[config.mk]
export PLATFORM = sky130hd
export DESIGN_NAME = bicubic_nx_simd_pack_flat
export DESIGN_NICKNAME = d
export VERILOG_FILES = /design/src/rtl/bicubic_pkg.sv /design/src/rtl/bicubic_nx_simd_pack_if.sv /design/src/rtl/simd2x_pack.sv /design/src/rtl/bicubic_nx_simd_pack.sv /design/src/flat_wrapper.sv
export SDC_FILE = /design/constraint.sdc
export NUM_CORES = 1
export LEC_CHECK = 0
export BUFFER_PORTS_ARGS = -buffer_cell sky130_fd_sc_hd__clkbuf_2
export CAP_MARGIN = 30
export CORE_AREA = 3 3 123 125
export CTS_BUF_LIST = sky130_fd_sc_hd__clkbuf_8 sky130_fd_sc_hd__clkbuf_16
export CTS_CLUSTER_SIZE = 24
export DETAILED_ROUTE_END_ITERATION = 10
export DIE_AREA = 0 0 126 128
export PLACE_DENSITY = 0.79
export SLEW_MARGIN = 5
export SYNTH_ARGS = -nofsm -noshare
export SYNTH_HDL_FRONTEND = slang
export SYNTH_SLANG_ARGS = --single-unit
[constraint.sdc]
create_clock -name clk -period 2.6 [get_ports clk]
set_input_delay 0.13 -clock clk [delete_from_list [all_inputs] [get_ports clk]]
set_output_delay 0.13 -clock clk [all_outputs]
set_load 0.01 [all_outputs]
[src/rtl/bicubic_pkg.sv]
// bicubic_pkg: shared lane-width defaults, shift amount and frame counter type
package bicubic_pkg;
  localparam int DEF_CORES       = 2;
  localparam int DEF_IN_W        = 9;
  localparam int DEF_LSHIFT      = 8;
  localparam int DEF_OUT_W       = 48;
  localparam int DEF_FRAME_BEATS = 1024;
  localparam int CNT_W           = 16;
  typedef logic [CNT_W-1:0] cnt_t;
endpackage

[src/rtl/bicubic_nx_simd_pack_if.sv]
// bicubic_nx_simd_pack_if: pixel-in / packed-operand-out stream bus
interface bicubic_nx_simd_pack_if
  import bicubic_pkg::*;
#(
  parameter int PARALLEL_CORE = DEF_CORES,
  parameter int INPUT_WIDTH   = DEF_IN_W,
  parameter int OUTPUT_WIDTH  = DEF_OUT_W
);
  logic [INPUT_WIDTH*PARALLEL_CORE-1:0]  pin_ch0, pin_ch1;
  logic                                  in_valid, in_ready;
  logic [OUTPUT_WIDTH*PARALLEL_CORE-1:0] pout_ch0, pout_ch1;
  logic                                  out_valid, out_ready, out_last;
  modport slave (
    input  pin_ch0, pin_ch1, in_valid, out_ready,
    output in_ready, pout_ch0, pout_ch1, out_valid, out_last
  );
  modport master (
    output pin_ch0, pin_ch1, in_valid, out_ready,
    input  in_ready, pout_ch0, pout_ch1, out_valid, out_last
  );
endinterface

[src/rtl/simd2x_pack.sv]
// simd2x_pack: one core's two-stage sign-extend then left-shift pack for ch0/ch1
module simd2x_pack
  import bicubic_pkg::*;
#(
  parameter int INPUT_WIDTH  = DEF_IN_W,
  parameter int LSHIFT_RANGE = DEF_LSHIFT,
  parameter int OUTPUT_WIDTH = DEF_OUT_W
) (
  input  logic                           clk,
  input  logic                           areset,
  input  logic                           i_ld1,
  input  logic                           i_ld2,
  input  logic signed [INPUT_WIDTH-1:0]  i_ch0,
  input  logic signed [INPUT_WIDTH-1:0]  i_ch1,
  output logic [OUTPUT_WIDTH-1:0]        o_ch0,
  output logic [OUTPUT_WIDTH-1:0]        o_ch1
);
  localparam int EW = OUTPUT_WIDTH - LSHIFT_RANGE;
  logic [EW-1:0]           r_s1_ch0, r_s1_ch1;
  logic [OUTPUT_WIDTH-1:0] r_s2_ch0, r_s2_ch1;
  assign o_ch0 = r_s2_ch0;
  assign o_ch1 = r_s2_ch1;
  // S1: hold the lanes sign-extended to the pre-shift width
  always_ff @(posedge clk or posedge areset)
    if (areset) begin
      r_s1_ch0 <= '0;
      r_s1_ch1 <= '0;
    end else if (i_ld1) begin
      r_s1_ch0 <= EW'(i_ch0);
      r_s1_ch1 <= EW'(i_ch1);
    end
  // S2: append the zero fraction bits, giving an exact left shift
  always_ff @(posedge clk or posedge areset)
    if (areset) begin
      r_s2_ch0 <= '0;
      r_s2_ch1 <= '0;
    end else if (i_ld2) begin
      r_s2_ch0 <= {r_s1_ch0, {LSHIFT_RANGE{1'b0}}};
      r_s2_ch1 <= {r_s1_ch1, {LSHIFT_RANGE{1'b0}}};
    end
endmodule

[src/rtl/bicubic_nx_simd_pack.sv]
// bicubic_nx_simd_pack: skid-buffered two-stage SIMD pixel-to-DSP-operand packer
module bicubic_nx_simd_pack
  import bicubic_pkg::*;
#(
  parameter int PARALLEL_CORE = DEF_CORES,
  parameter int INPUT_WIDTH   = DEF_IN_W,
  parameter int LSHIFT_RANGE  = DEF_LSHIFT,
  parameter int OUTPUT_WIDTH  = DEF_OUT_W,
  parameter int FRAME_BEATS   = DEF_FRAME_BEATS
) (
  input logic                   clk,
  input logic                   areset,
  input logic                   clken,
  input logic                   dsp_reset,
  bicubic_nx_simd_pack_if.slave bus
);
  localparam int   BW   = INPUT_WIDTH * PARALLEL_CORE;
  localparam int   OW   = OUTPUT_WIDTH * PARALLEL_CORE;
  localparam cnt_t LAST = cnt_t'(FRAME_BEATS - 1);
  if (OUTPUT_WIDTH < INPUT_WIDTH + LSHIFT_RANGE) begin : g_width_check
    $error("OUTPUT_WIDTH cannot hold INPUT_WIDTH+LSHIFT_RANGE exactly");
  end
  logic          r_rdy, r_skid_v, r_s1_v, r_s2_v;
  logic [BW-1:0] r_skid0, r_skid1;
  cnt_t          r_cnt;
  logic          w_in_xfer, w_out_xfer, w_s1_adv, w_s2_adv, w_ld1, w_ld2, w_hold;
  logic [BW-1:0] w_src0, w_src1;
  logic [OW-1:0] w_pout0, w_pout1;
  assign bus.in_ready  = r_rdy & clken;
  assign bus.out_valid = r_s2_v & clken;
  assign bus.out_last  = r_s2_v & (r_cnt == LAST);
  assign bus.pout_ch0  = w_pout0;
  assign bus.pout_ch1  = w_pout1;
  assign w_in_xfer     = bus.in_valid & bus.in_ready;
  assign w_out_xfer    = bus.out_valid & bus.out_ready;
  assign w_s2_adv      = !r_s2_v | w_out_xfer;
  assign w_s1_adv      = !r_s1_v | w_s2_adv;
  assign w_hold        = (r_skid_v | w_in_xfer) & !w_s1_adv;
  assign w_ld1         = clken & w_s1_adv & (r_skid_v | w_in_xfer);
  assign w_ld2         = clken & w_s2_adv & r_s1_v;
  assign w_src0        = r_skid_v ? r_skid0 : bus.pin_ch0;
  assign w_src1        = r_skid_v ? r_skid1 : bus.pin_ch1;
  // control: skid/stage valids, registered ready and frame beat counter; flush beats any transfer
  always_ff @(posedge clk or posedge areset)
    if (areset) begin
      r_rdy    <= 1'b0;
      r_skid_v <= 1'b0;
      r_s1_v   <= 1'b0;
      r_s2_v   <= 1'b0;
      r_cnt    <= '0;
    end else if (clken && dsp_reset) begin
      r_rdy    <= 1'b1;
      r_skid_v <= 1'b0;
      r_s1_v   <= 1'b0;
      r_s2_v   <= 1'b0;
      r_cnt    <= '0;
    end else if (clken) begin
      r_rdy    <= !w_hold;
      r_skid_v <= w_hold;
      if (w_s1_adv) r_s1_v <= r_skid_v | w_in_xfer;
      if (w_s2_adv) r_s2_v <= r_s1_v;
      if (w_out_xfer) r_cnt <= (r_cnt == LAST) ? '0 : r_cnt + 1'b1;
    end
  // skid data: park an accepted beat when S1 cannot take it this cycle
  always_ff @(posedge clk)
    if (w_in_xfer && !w_s1_adv) begin
      r_skid0 <= bus.pin_ch0;
      r_skid1 <= bus.pin_ch1;
    end
  for (genvar g = 0; g < PARALLEL_CORE; g++) begin : g_core
    simd2x_pack #(
      .INPUT_WIDTH (INPUT_WIDTH),
      .LSHIFT_RANGE(LSHIFT_RANGE),
      .OUTPUT_WIDTH(OUTPUT_WIDTH)
    ) u_core (
      .clk   (clk),
      .areset(areset),
      .i_ld1 (w_ld1),
      .i_ld2 (w_ld2),
      .i_ch0 (w_src0[g*INPUT_WIDTH +: INPUT_WIDTH]),
      .i_ch1 (w_src1[g*INPUT_WIDTH +: INPUT_WIDTH]),
      .o_ch0 (w_pout0[g*OUTPUT_WIDTH +: OUTPUT_WIDTH]),
      .o_ch1 (w_pout1[g*OUTPUT_WIDTH +: OUTPUT_WIDTH])
    );
  end
endmodule

[src/flat_wrapper.sv]
// flat-port wrapper written by rule: the top's interface ports become plain ports
module bicubic_nx_simd_pack_flat import bicubic_pkg::*;
#(
  parameter int PARALLEL_CORE = DEF_CORES,
  parameter int INPUT_WIDTH   = DEF_IN_W,
  parameter int LSHIFT_RANGE  = DEF_LSHIFT,
  parameter int OUTPUT_WIDTH  = DEF_OUT_W,
  parameter int FRAME_BEATS   = DEF_FRAME_BEATS
)
  (clk, areset, clken, dsp_reset, bus_pin_ch0, bus_pin_ch1, bus_in_valid, bus_out_ready, bus_in_ready, bus_pout_ch0, bus_pout_ch1, bus_out_valid, bus_out_last);
  bicubic_nx_simd_pack_if #(.PARALLEL_CORE(PARALLEL_CORE), .INPUT_WIDTH(INPUT_WIDTH), .OUTPUT_WIDTH(OUTPUT_WIDTH)) bus_i ();
  input logic clk;
  input logic areset;
  input logic clken;
  input logic dsp_reset;
  input wire logic [$bits(bus_i.pin_ch0)-1:0] bus_pin_ch0;
  input wire logic [$bits(bus_i.pin_ch1)-1:0] bus_pin_ch1;
  input wire logic [$bits(bus_i.in_valid)-1:0] bus_in_valid;
  input wire logic [$bits(bus_i.out_ready)-1:0] bus_out_ready;
  output wire logic [$bits(bus_i.in_ready)-1:0] bus_in_ready;
  output wire logic [$bits(bus_i.pout_ch0)-1:0] bus_pout_ch0;
  output wire logic [$bits(bus_i.pout_ch1)-1:0] bus_pout_ch1;
  output wire logic [$bits(bus_i.out_valid)-1:0] bus_out_valid;
  output wire logic [$bits(bus_i.out_last)-1:0] bus_out_last;
  assign bus_i.pin_ch0 = bus_pin_ch0;
  assign bus_i.pin_ch1 = bus_pin_ch1;
  assign bus_i.in_valid = bus_in_valid;
  assign bus_i.out_ready = bus_out_ready;
  assign bus_in_ready = bus_i.in_ready;
  assign bus_pout_ch0 = bus_i.pout_ch0;
  assign bus_pout_ch1 = bus_i.pout_ch1;
  assign bus_out_valid = bus_i.out_valid;
  assign bus_out_last = bus_i.out_last;
  bicubic_nx_simd_pack #(.PARALLEL_CORE(PARALLEL_CORE), .INPUT_WIDTH(INPUT_WIDTH), .LSHIFT_RANGE(LSHIFT_RANGE), .OUTPUT_WIDTH(OUTPUT_WIDTH), .FRAME_BEATS(FRAME_BEATS)) u_core (.clk(clk), .areset(areset), .clken(clken), .dsp_reset(dsp_reset), .bus(bus_i));
endmodule
==> impl_metrics.tcl <==
set metrics [dict create \
    outcome "completed" \
    setup-violations-final 0 \
    n_antenna_cell 0 \
    gp_congestion 0.831 \
    fp.dieH_um 128 \
    synth_fa_ha_area_frac 0.00197 \
    yosys_warnings 0 \
    design.die.area_mm2 0.0161 \
    drcViolationCount 0 \
    dp_cells 792 \
    critPathLaunchType "register" \
    cp_common_cell "nor2_1" \
    slowest_stage "nor2_1" \
    leakage_uw 0.00350 \
    cp_data_required_time_ns 2.86 \
    max_freq_ghz 0.433 \
    synthArstFlopShare 0.719 \
    fin_nets 712 \
    grt_pass1_vias 3891 \
    routed_wl_um 12600 \
    core_area_mm2 0.0140 \
    avgViaCountPerCell 4.65 \
    fin_crit_ns 2.31 \
    ys_seq_area_frac 0.533 \
    io_pins 237 \
    cts_tree "done" \
    drive_gt1_frac 0.412 \
    synth_cell_types 37 \
    avgSynthCellArea_um2 11.6 \
    tns_ns 0 \
    path_class "register to register" \
    crit_buf_inv 0 \
    wl_per_cell_um 14.6 \
    synth_area_mm2 0.00635 \
    rows 43 \
    power_density_mw_per_mm2 956 \
    synth_xor_area_frac 0.0152 \
    antenna_found_initial 0 \
    fin_crit_sh 0.889 \
    portBuffers 204 \
    hp-class "primary input to register" \
    grt_max_degree 73 \
    synthToLayoutAreaGrowth_pct 18.3 \
    maxSlewHeadroom 0.439 \
    crit_fanout 11 \
    cts_max_level 4 \
    cts.path.max_buffers 2 \
    synthFlopType "dfrtp_1" \
    grt_first_pass_wirelength_um 19600 \
    holdPathStages 3 \
    seqCellArea_mm2 0.00338 \
    cts_made_buffers 17 \
    drt_iter0_drc 139 \
    rsz0062_at_grt "false" \
    clkSinkCount 128 \
    clk_latency_ns 0.41 \
    skew_ns 0.00977 \
    crit_arrival_ns 2.57 \
    cp_top_family "simple AND/OR/NAND/NOR gates" \
    muxShareOfSynthArea 0.126 \
    grt_overflow 0 \
    tightest_slew_ns 0.842 \
    n_fill_cell 1165 \
    num_vias 4012 \
    path_cells "ha_1, nor4bb_1, a41oi_1, nor2_1, nor2_1" \
    multiInputGateArea_mm2 0.00182 \
    synth_compound_area_frac 0.0467 \
    detail_route.first_pass.iterations 4 \
    setup.worst_path.end_class "register" \
    synth_cells 546 \
    die_x_um 126 \
    maxCapViolations 0 \
    fin_cells 862 \
    synth_edf_count 36 \
    total_power_uw 7180 \
    hpwlAfterDp_um 8150 \
    path_depth 5 \
    hold_viol_final 0 \
    clockRootBuffer "clkbuf_16" \
    vdd_ir_drop_max_uv 502 \
    antenna_left 0 \
    reg2regPathDepth 5 \
    synth_top_family_by_area "buffers and inverters" \
    postLayoutCoreUtil 0.537 \
    clk_pin_slew_worst_paths_ns 0.05 \
    track_usage 0.153 \
    synth-seq-cells 128 \
    cp_slowest_stage_delay_ns 0.60 \
    slew_viol_final 0 \
    synth-simple-area-share 0.0757 \
    start_util 0.454 \
]
==> synthesized netlist by cell type, types with 2 or more instances <==
master | count | share of area
inv_1 | 7 | 0.0041
mux2_1 | 4 | 0.0071
nor2_1 | 17 | 0.010
o21ai_0 | 40 | 0.032
and4_1 | 2 | 0.0028
xor2_1 | 3 | 0.0041
clkbuf_1 | 7 | 0.0041
mux2i_1 | 38 | 0.060
and3_1 | 2 | 0.0020
and2_1 | 2 | 0.0020
nand3_1 | 6 | 0.0047
xnor2_1 | 8 | 0.011
buf_2 | 11 | 0.0087
nand2_1 | 46 | 0.027
dfrtp_1 | 92 | 0.36
edfxtp_1 | 36 | 0.17
buf_4 | 156 | 0.18
nor4_1 | 6 | 0.0059
nand4_1 | 6 | 0.0059
a21oi_1 | 3 | 0.0024
nor3_1 | 4 | 0.0032
mux2_2 | 33 | 0.059
a21o_1 | 3 | 0.0035
==> layout make-up <==
| type | count | share of cell area |
|---|---|---|
| Sequential cell | 128 | 0.451 |
| Clock buffer | 19 | 0.0618 |
| Multi-Input combinational cell | 268 | 0.242 |
| Tap cell | 180 | 0.0300 |
| Inverter | 7 | 0.00383 |
| Clock inverter | 13 | 0.0180 |
| Timing Repair Buffer | 247 | 0.193 |
==> power by group <==
part,internal (uW),switching (uW)
registers,2400,365
clock network,1490,865
logic,925,1130
==> cell families (layout without fill, tap and decap cells) <==
kind of cell / after synthesis / after routing
AO/OA/AOI/OAI: 52 / 52
XOR/XNOR: 11 / 11
adder cells (fa/ha/maj): 1 / 1
buffers and inverters: 181 / 286
flip-flops: 128 / 128
multiplexers: 75 / 75
other: 1 / 32
AND/OR/NAND/NOR: 97 / 97
==> layer usage <==
metal,vias up,global-route usage,routed length [um],share of wire
li1,1921,-,-,-
met1,1886,0.185,5010,0.40
met2,189,0.257,6430,0.51
met3,16,0.0496,972,0.077
met4,0,0.0562,172,0.014
met5,-,0,0,0
==> through the flow <==
| stage | setup slack (ns) | instance area (um2) | hold slack (ns) |
|---|---|---|---|
| after floorplan | 0.0780 | 6470 | 0.219 |
| after global placement | 0.614 | 6530 | 0.160 |
| after detailed placement | 0.485 | 6530 | 0.163 |
| after CTS | 0.315 | 7510 | 0.140 |
| after global routing | 0.144 | 7510 | 0.177 |
| final | 0.288 | 7510 | 0.167 |
==> worst reg2reg max path: stages (launching register included) <==
cell	delay [ns]
dfrtp_1	0.43
ha_1	0.28
nor4bb_1	0.53
a41oi_1	0.21
nor2_1	0.60
nor2_1	0.12
==> registers in the layout (all words and copies together) (netlist names) <==
signal,cells
u_core.r_skid1,18
u_core.g_core.u_core.r_s1_ch1,18
u_core.g_core.u_core.o_ch0,18
u_core.r_s2_v,1
u_core.g_core.u_core.r_s1_ch0,18
u_core.r_skid0,18
u_core.r_rdy,1
u_core.g_core.u_core.o_ch1,18
u_core.r_s1_v,1
u_core.r_skid_v,1
u_core.r_cnt,16
==> repair_timing <==
action	4_1_cts	5_1_grt
gates resized for setup	0	0
setup buffers	0	0
hold endpoints to repair	68	0
hold buffers	38	0
==> layout by cell type, fill, tap and decap left out, drive strengths merged, types with 2 or more instances in the layout <==
cell         instances
conb                32
dlygate4sd3         38
o21ai               40
nor2                19
a21oi                4
xnor2                8
nand3                6
and2                 2
mux2                37
and4                 2
buf                  5
nand4                7
nand2               46
nor4                 7
clkbuf             223
dfrtp               92
mux2i               38
clkinvlp             3
and3                 2
bufinv               2
inv                 11
clkinv               4
a21o                 3
edfxtp              36
nor3                 4
xor2                 3
==> path summary, 6_finish.rpt <==
kind	from	endpoint	slack, ns
min in group asynchronous	areset	u_core.r_cnt[5]$_DFFE_PP0P_	0.29
hold / removal	bus_out_ready	u_core.r_cnt[1]$_DFFE_PP0P_	0.17
setup reg to reg	u_core.r_cnt[0]$_DFFE_PP0P_	u_core.r_cnt[11]$_DFFE_PP0P_	0.29
hold reg to reg	u_core.g_core[1].u_core.r_s1_ch1[5]$_DFFE_PP0P_	u_core.g_core[1].u_core.r_s1_ch1[5]$_DFFE_PP0P_	0.48
max in group asynchronous	areset	u_core.g_core[0].u_core.o_ch0[15]$_DFFE_PP0P_	1.66
setup / recovery	u_core.r_cnt[0]$_DFFE_PP0P_	u_core.r_cnt[11]$_DFFE_PP0P_	0.29
Note: power is estimated with default switching activity, not from simulation.
